--- config.mk ---
export PLATFORM = sky130hd
export DESIGN_NAME = fifo_rd_packer
export DESIGN_NICKNAME = d
export VERILOG_FILES = /design/src/rtl/fifo_rd_packer.sv
export SDC_FILE = /design/constraint.sdc
export NUM_CORES = 1
export LEC_CHECK = 0
export ABC_CLOCK_PERIOD_IN_PS = 2450
export CORE_MARGIN = 2
export CORE_UTILIZATION = 25
export DETAILED_ROUTE_END_ITERATION = 8
export DONT_BUFFER_PORTS = 1
export GPL_ROUTABILITY_DRIVEN = 0
export GPL_TIMING_DRIVEN = 0
export MAX_ROUTING_LAYER = met4
export PLACE_DENSITY = 0.38
export SLEW_MARGIN = 20
export SYNTH_ARGS = -nofsm -noshare
export SYNTH_HDL_FRONTEND = slang
export SYNTH_SLANG_ARGS = --single-unit
--- constraint.sdc ---
create_clock -name rclk -period 2.45 [get_ports rclk]
set_clock_uncertainty 0.1 [all_clocks]
set_input_delay 0.49 -clock rclk [delete_from_list [all_inputs] [get_ports rclk]]
set_output_delay 0.49 -clock rclk [all_outputs]
set_load 0.1 [all_outputs]
--- src/rtl/fifo_rd_packer.sv ---
// Read-domain consumer of the async FIFO: pops narrow words and packs RATIO of
// them into one wide beat on a valid/ready stream, with flush/timeout for partials.
module fifo_rd_packer #(
  parameter int DSIZE   = 8,
  parameter int RATIO   = 4,
  parameter int TIMEOUT = 16
) (
  input  logic                   rclk,
  input  logic                   rrst_n,
  input  logic                   rempty,
  input  logic [DSIZE-1:0]       rdata,
  output logic                   rinc,
  input  logic                   flush,
  output logic                   out_valid,
  input  logic                   out_ready,
  output logic [DSIZE*RATIO-1:0] out_data,
  output logic [RATIO-1:0]       out_keep
);

  localparam int CW = $clog2(RATIO + 1);
  localparam int IW = (TIMEOUT > 0) ? $clog2(TIMEOUT + 1) : 1;
  localparam logic [CW-1:0] FULL_CNT = CW'(RATIO);
  localparam logic [CW-1:0] LAST_CNT = CW'(RATIO - 1);

  logic                   run_reg;
  logic [CW-1:0]          acc_cnt_reg;
  logic [CW-1:0]          acc_cnt_next;
  logic [DSIZE-1:0]       acc_reg [RATIO];
  logic                   flush_pend_reg;
  logic                   flush_pend_next;
  logic [IW-1:0]          idle_reg;
  logic                   out_valid_reg;
  logic [DSIZE*RATIO-1:0] out_data_reg;
  logic [RATIO-1:0]       out_keep_reg;

  logic                   acc_full;
  logic                   acc_empty;
  logic                   out_free;
  logic                   pop;
  logic                   timeout_hit;
  logic                   flush_cond;
  logic                   complete;
  logic                   load;
  logic [CW-1:0]          load_n;
  logic                   acc_we;
  logic [CW-1:0]          acc_widx;
  logic [DSIZE*RATIO-1:0] load_word;
  logic [RATIO-1:0]       load_keep;

  assign acc_full  = (acc_cnt_reg == FULL_CNT);
  assign acc_empty = (acc_cnt_reg == '0);
  assign out_free  = ~out_valid_reg | out_ready;

  // A full accumulator may only accept a word when it is being unloaded this edge.
  assign pop  = run_reg & ~rempty & (~acc_full | out_free);
  assign rinc = pop;

  assign flush_cond = flush | flush_pend_reg | timeout_hit;
  assign complete   = acc_full | ((acc_cnt_reg == LAST_CNT) & pop);
  assign load       = out_free & (complete | (flush_cond & ~acc_empty));

  // When the beat comes from a full accumulator, a concurrent pop starts the
  // next accumulation; otherwise the popped word rides along in this beat.
  assign load_n   = acc_full ? FULL_CNT : (acc_cnt_reg + {{(CW-1){1'b0}}, pop});
  assign acc_we   = pop & (~load | acc_full);
  assign acc_widx = load ? '0 : acc_cnt_reg;

  for (genvar gi = 0; gi < RATIO; gi++) begin : g_lane
    assign load_word[gi*DSIZE +: DSIZE] =
        (CW'(gi) < acc_cnt_reg)                ? acc_reg[gi] :
        ((CW'(gi) == acc_cnt_reg) && pop)      ? rdata       : '0;
    assign load_keep[gi] = (CW'(gi) < load_n);
  end

  always_comb begin
    acc_cnt_next = acc_cnt_reg;
    if (load) begin
      acc_cnt_next = (acc_full && pop) ? CW'(1) : '0;
    end else if (pop) begin
      acc_cnt_next = acc_cnt_reg + CW'(1);
    end
  end

  // A flush that cannot be served now is remembered until a beat carries it;
  // with nothing buffered and nothing arriving it is simply dropped.
  always_comb begin
    flush_pend_next = flush_pend_reg;
    if (load) begin
      flush_pend_next = 1'b0;
    end else if (flush && (!acc_empty || pop)) begin
      flush_pend_next = 1'b1;
    end else if (acc_empty) begin
      flush_pend_next = 1'b0;
    end
  end

  always_ff @(posedge rclk or negedge rrst_n) begin
    if (!rrst_n) begin
      run_reg        <= 1'b0;
      acc_cnt_reg    <= '0;
      flush_pend_reg <= 1'b0;
      out_valid_reg  <= 1'b0;
      out_data_reg   <= '0;
      out_keep_reg   <= '0;
      for (int i = 0; i < RATIO; i++) begin
        acc_reg[i] <= '0;
      end
    end else begin
      run_reg        <= 1'b1;
      acc_cnt_reg    <= acc_cnt_next;
      flush_pend_reg <= flush_pend_next;
      for (int i = 0; i < RATIO; i++) begin
        if (acc_we && (acc_widx == CW'(i))) begin
          acc_reg[i] <= rdata;
        end
      end
      if (load) begin
        out_valid_reg <= 1'b1;
        out_data_reg  <= load_word;
        out_keep_reg  <= load_keep;
      end else if (out_ready) begin
        out_valid_reg <= 1'b0;
      end
    end
  end

  if (TIMEOUT > 0) begin : g_idle
    localparam logic [IW-1:0] IDLE_MAX = IW'(TIMEOUT);

    always_ff @(posedge rclk or negedge rrst_n) begin
      if (!rrst_n) begin
        idle_reg <= '0;
      end else if (pop || load || acc_empty) begin
        idle_reg <= '0;
      end else if (idle_reg != IDLE_MAX) begin
        idle_reg <= idle_reg + IW'(1);
      end
    end

    assign timeout_hit = (idle_reg == IDLE_MAX);
  end else begin : g_no_idle
    assign idle_reg    = '0;
    assign timeout_hit = 1'b0;
  end

  assign out_valid = out_valid_reg;
  assign out_data  = out_data_reg;
  assign out_keep  = out_keep_reg;

endmodule

==> out/qor.txt <==
drt pass-1 iters - 4
core box area - 14500 um^2
Clk network pwr share - 21.7%
fin area - 4490 um^2
Total Wirelength - 9250 um
number of buffers created by CTS - 9
Die Wd - 125 um
first-pass GRT wire length - 14900 um
Switch Pwr - 3100 uW
# setup viols final - 0
WP data required - 2.58 ns
number of synthesized register bits - 79
vias in the first global route - 2520
cell-internal power - 3640 uW
number of buffers added on ports - 0
Seq/Total Area, Yosys - 53.7%
Worst Setup End Kind - register
Max Clock Freq - 420 MHz
dpl cells - 458
kind of critical path - register to register
Slew headroom - 39.2%
Max Slew Vio Count - 0
Sw Share - 45.9%
RSZ-0062 raised after global routing - false
clock sink total - 79
initial antenna violation count - 0
Critical Path AT - 2.51 ns
detailed-route via count - 2298
power share of the sequential group - 51.3%
P&R area growth vs syn - 22.1%
drt wl/cell - 19.0 um
clk slew on worst S/H paths - 0.07 ns
Worst Tran Pin Value - 0.912 ns
total grt overflow - 0
initial core utilization - 25.4%
Avg Vias per Cell - 4.72
clock root cell - clkbuf_16
VDD IR max - 0.453 mV
CTS tree - yes
CP max FO - 8
final net count - 318
post-synthesis instance total - 274
total global routing track utilization - 12.9%
Cell Rows - 44
Tightest Hold Check Type - input port to async pin
distinct cell type count after synthesis - 46
Main synth FF type - dfrtp_1
Layout Cells excl Fill - 487
DP Wirelength - 6000 um
die footprint - 15700 um^2
CTS Buffer Depth - 2
ANT cells - 0
max cap viols - 0
Syn Nets - 294
Antenna Nets Post-Route - 0
Residual DRC - 0
final hold vios - 79
dpl cell area - 3940 um^2
register area - 1980 um^2
clk_lat worst skew - 0.34 ns
most common cell after layout, fill and taps aside - dfrtp_1
hold_ws - -0.257 ns
startpoint types - register
share of flip-flops with an asynchronous set or reset - 100%
pin count of the biggest net entering global routing - 80
footprint of the multi-input gates - 1690 um^2
violated checks - negative hold slack
fillers - 1452
number of synthesized flops with an enable pin - 0
Pwr Density - 1500 nW/um^2
H-tree depth - 3
Final Cycle Share - 97.1%
outcome - complete, but fails checks
Die H - 125 um
syn_area_per_cell - 13.4 um^2
share of post-route cells with drive strength above 1 - 41.9%
Comb pwr share - 27.0%
Top-Level Pins - 51
most frequent cells in the layout - 76 x dfrtp_1, 65 x mux2_2, 25 x a22o_1
YS warnings - 0
Total Power - 6740 uW
synthesized area - 3680 um^2
Leak Pwr - 0.00199 uW
min Tclk post-route - 2.38 ns
Initial DRC Count - 91
## stage by stage
step,TNS [ns],utilization [%],setup slack [ns]
floorplan,-1.88,-,-0.0860
global placement,-36.82,27.2,-0.732
detailed placement,-34.56,27.2,-0.678
CTS,0,30.5,0.0144
global route,0,31.0,0.00248
finish,0,31.0,0.0712
## power groups by stage
stage | Sequential (uW) | Clock [uW] | Combinational [uW]
final | 3450 | 1460 | 1820
after global routing | 3520 | 1570 | 1990
after CTS | 3460 | 1520 | 1770
after detailed placement | 3510 | 0 | 1600
after global placement | 3490 | 0 | 1580
after floorplan | 3420 | 0 | 1300
## Yosys cell counts (all sizes together), types with 3 or more instances
library cell / instances / share of area, %
a22o: 25 / 6.0
nor4: 4 / 0.68
nand2b: 3 / 0.51
nor3: 4 / 0.68
a32o: 8 / 2.2
dfrtp: 79 / 54
and2: 3 / 0.51
inv: 6 / 0.61
nor2: 7 / 0.78
buf: 8 / 1.5
o21ai: 3 / 0.51
nand3: 4 / 0.54
ha: 7 / 2.4
mux2: 66 / 20
xor2: 4 / 0.95
a21oi: 5 / 0.68
nand2: 8 / 0.82
clkbuf: 6 / 0.61
## critical path, stage by stage (launching register included)
cell	delay [ns]
dfrtp_4	0.63
nand4b_1	0.19
and2_4	0.20
clkbuf_16	0.20
ha_4	0.19
ha_4	0.21
o21bai_1	0.16
buf_4	0.14
mux2_2	0.25
## routing by layer
layer | vias up | track usage, % | wire length (um)
met4 | 0 | 5.49 | 177
met5 | - | - | 0
met1 | 1172 | 16.3 | 4370
li1 | 1064 | - | -
met2 | 50 | 19.1 | 4230
met3 | 12 | 3.89 | 472
## repair_timing
action | 4_1_cts | 5_1_grt
endpoints found under the hold margin | 79 | 79
buffers inserted | 10 | 5
resized for setup | 8 | 10
setup endpoints to repair | 69 | 50
pin swaps | 4 | 6
## final cells by class
cell class | count | area share (%)
plain buffers | 12 | 2.17
clock buffers | 11 | 5.41
clock inverters | 5 | 1.81
inverters | 6 | 0.557
multi-input cells | 175 | 37.7
flip-flops and latches | 79 | 44.2
well taps | 184 | 5.13
repair buffers | 15 | 3.06
## final timing paths
path,from,to,slack (ns),cells past startpoint
min in group rclk,rdata[0],acc_reg[16],0.19,1
worst max-delay path,out_valid,out_keep[1],0.07,8
worst min-delay path,rrst_n,out_data[2],-0.26,0
worst max register to register,out_valid,out_keep[1],0.07,8
worst min register to register,acc_reg[25],acc_reg[25],0.41,1
max in group asynchronous,rrst_n,out_data[19],2.31,0
## cells by family after synthesis
family	Yosys count	synth area share, %
DFF	79	53.7
muxes	67	20.6
AOI/OAI and AO/OA	51	12.4
and+or+nand+nor	44	6.87
buffers and inverters	20	2.75
adders and majority gates	7	2.38
xor gates and xnor gates	5	1.19
other	1	0.102
Note: power is estimated with default switching activity, not from simulation.
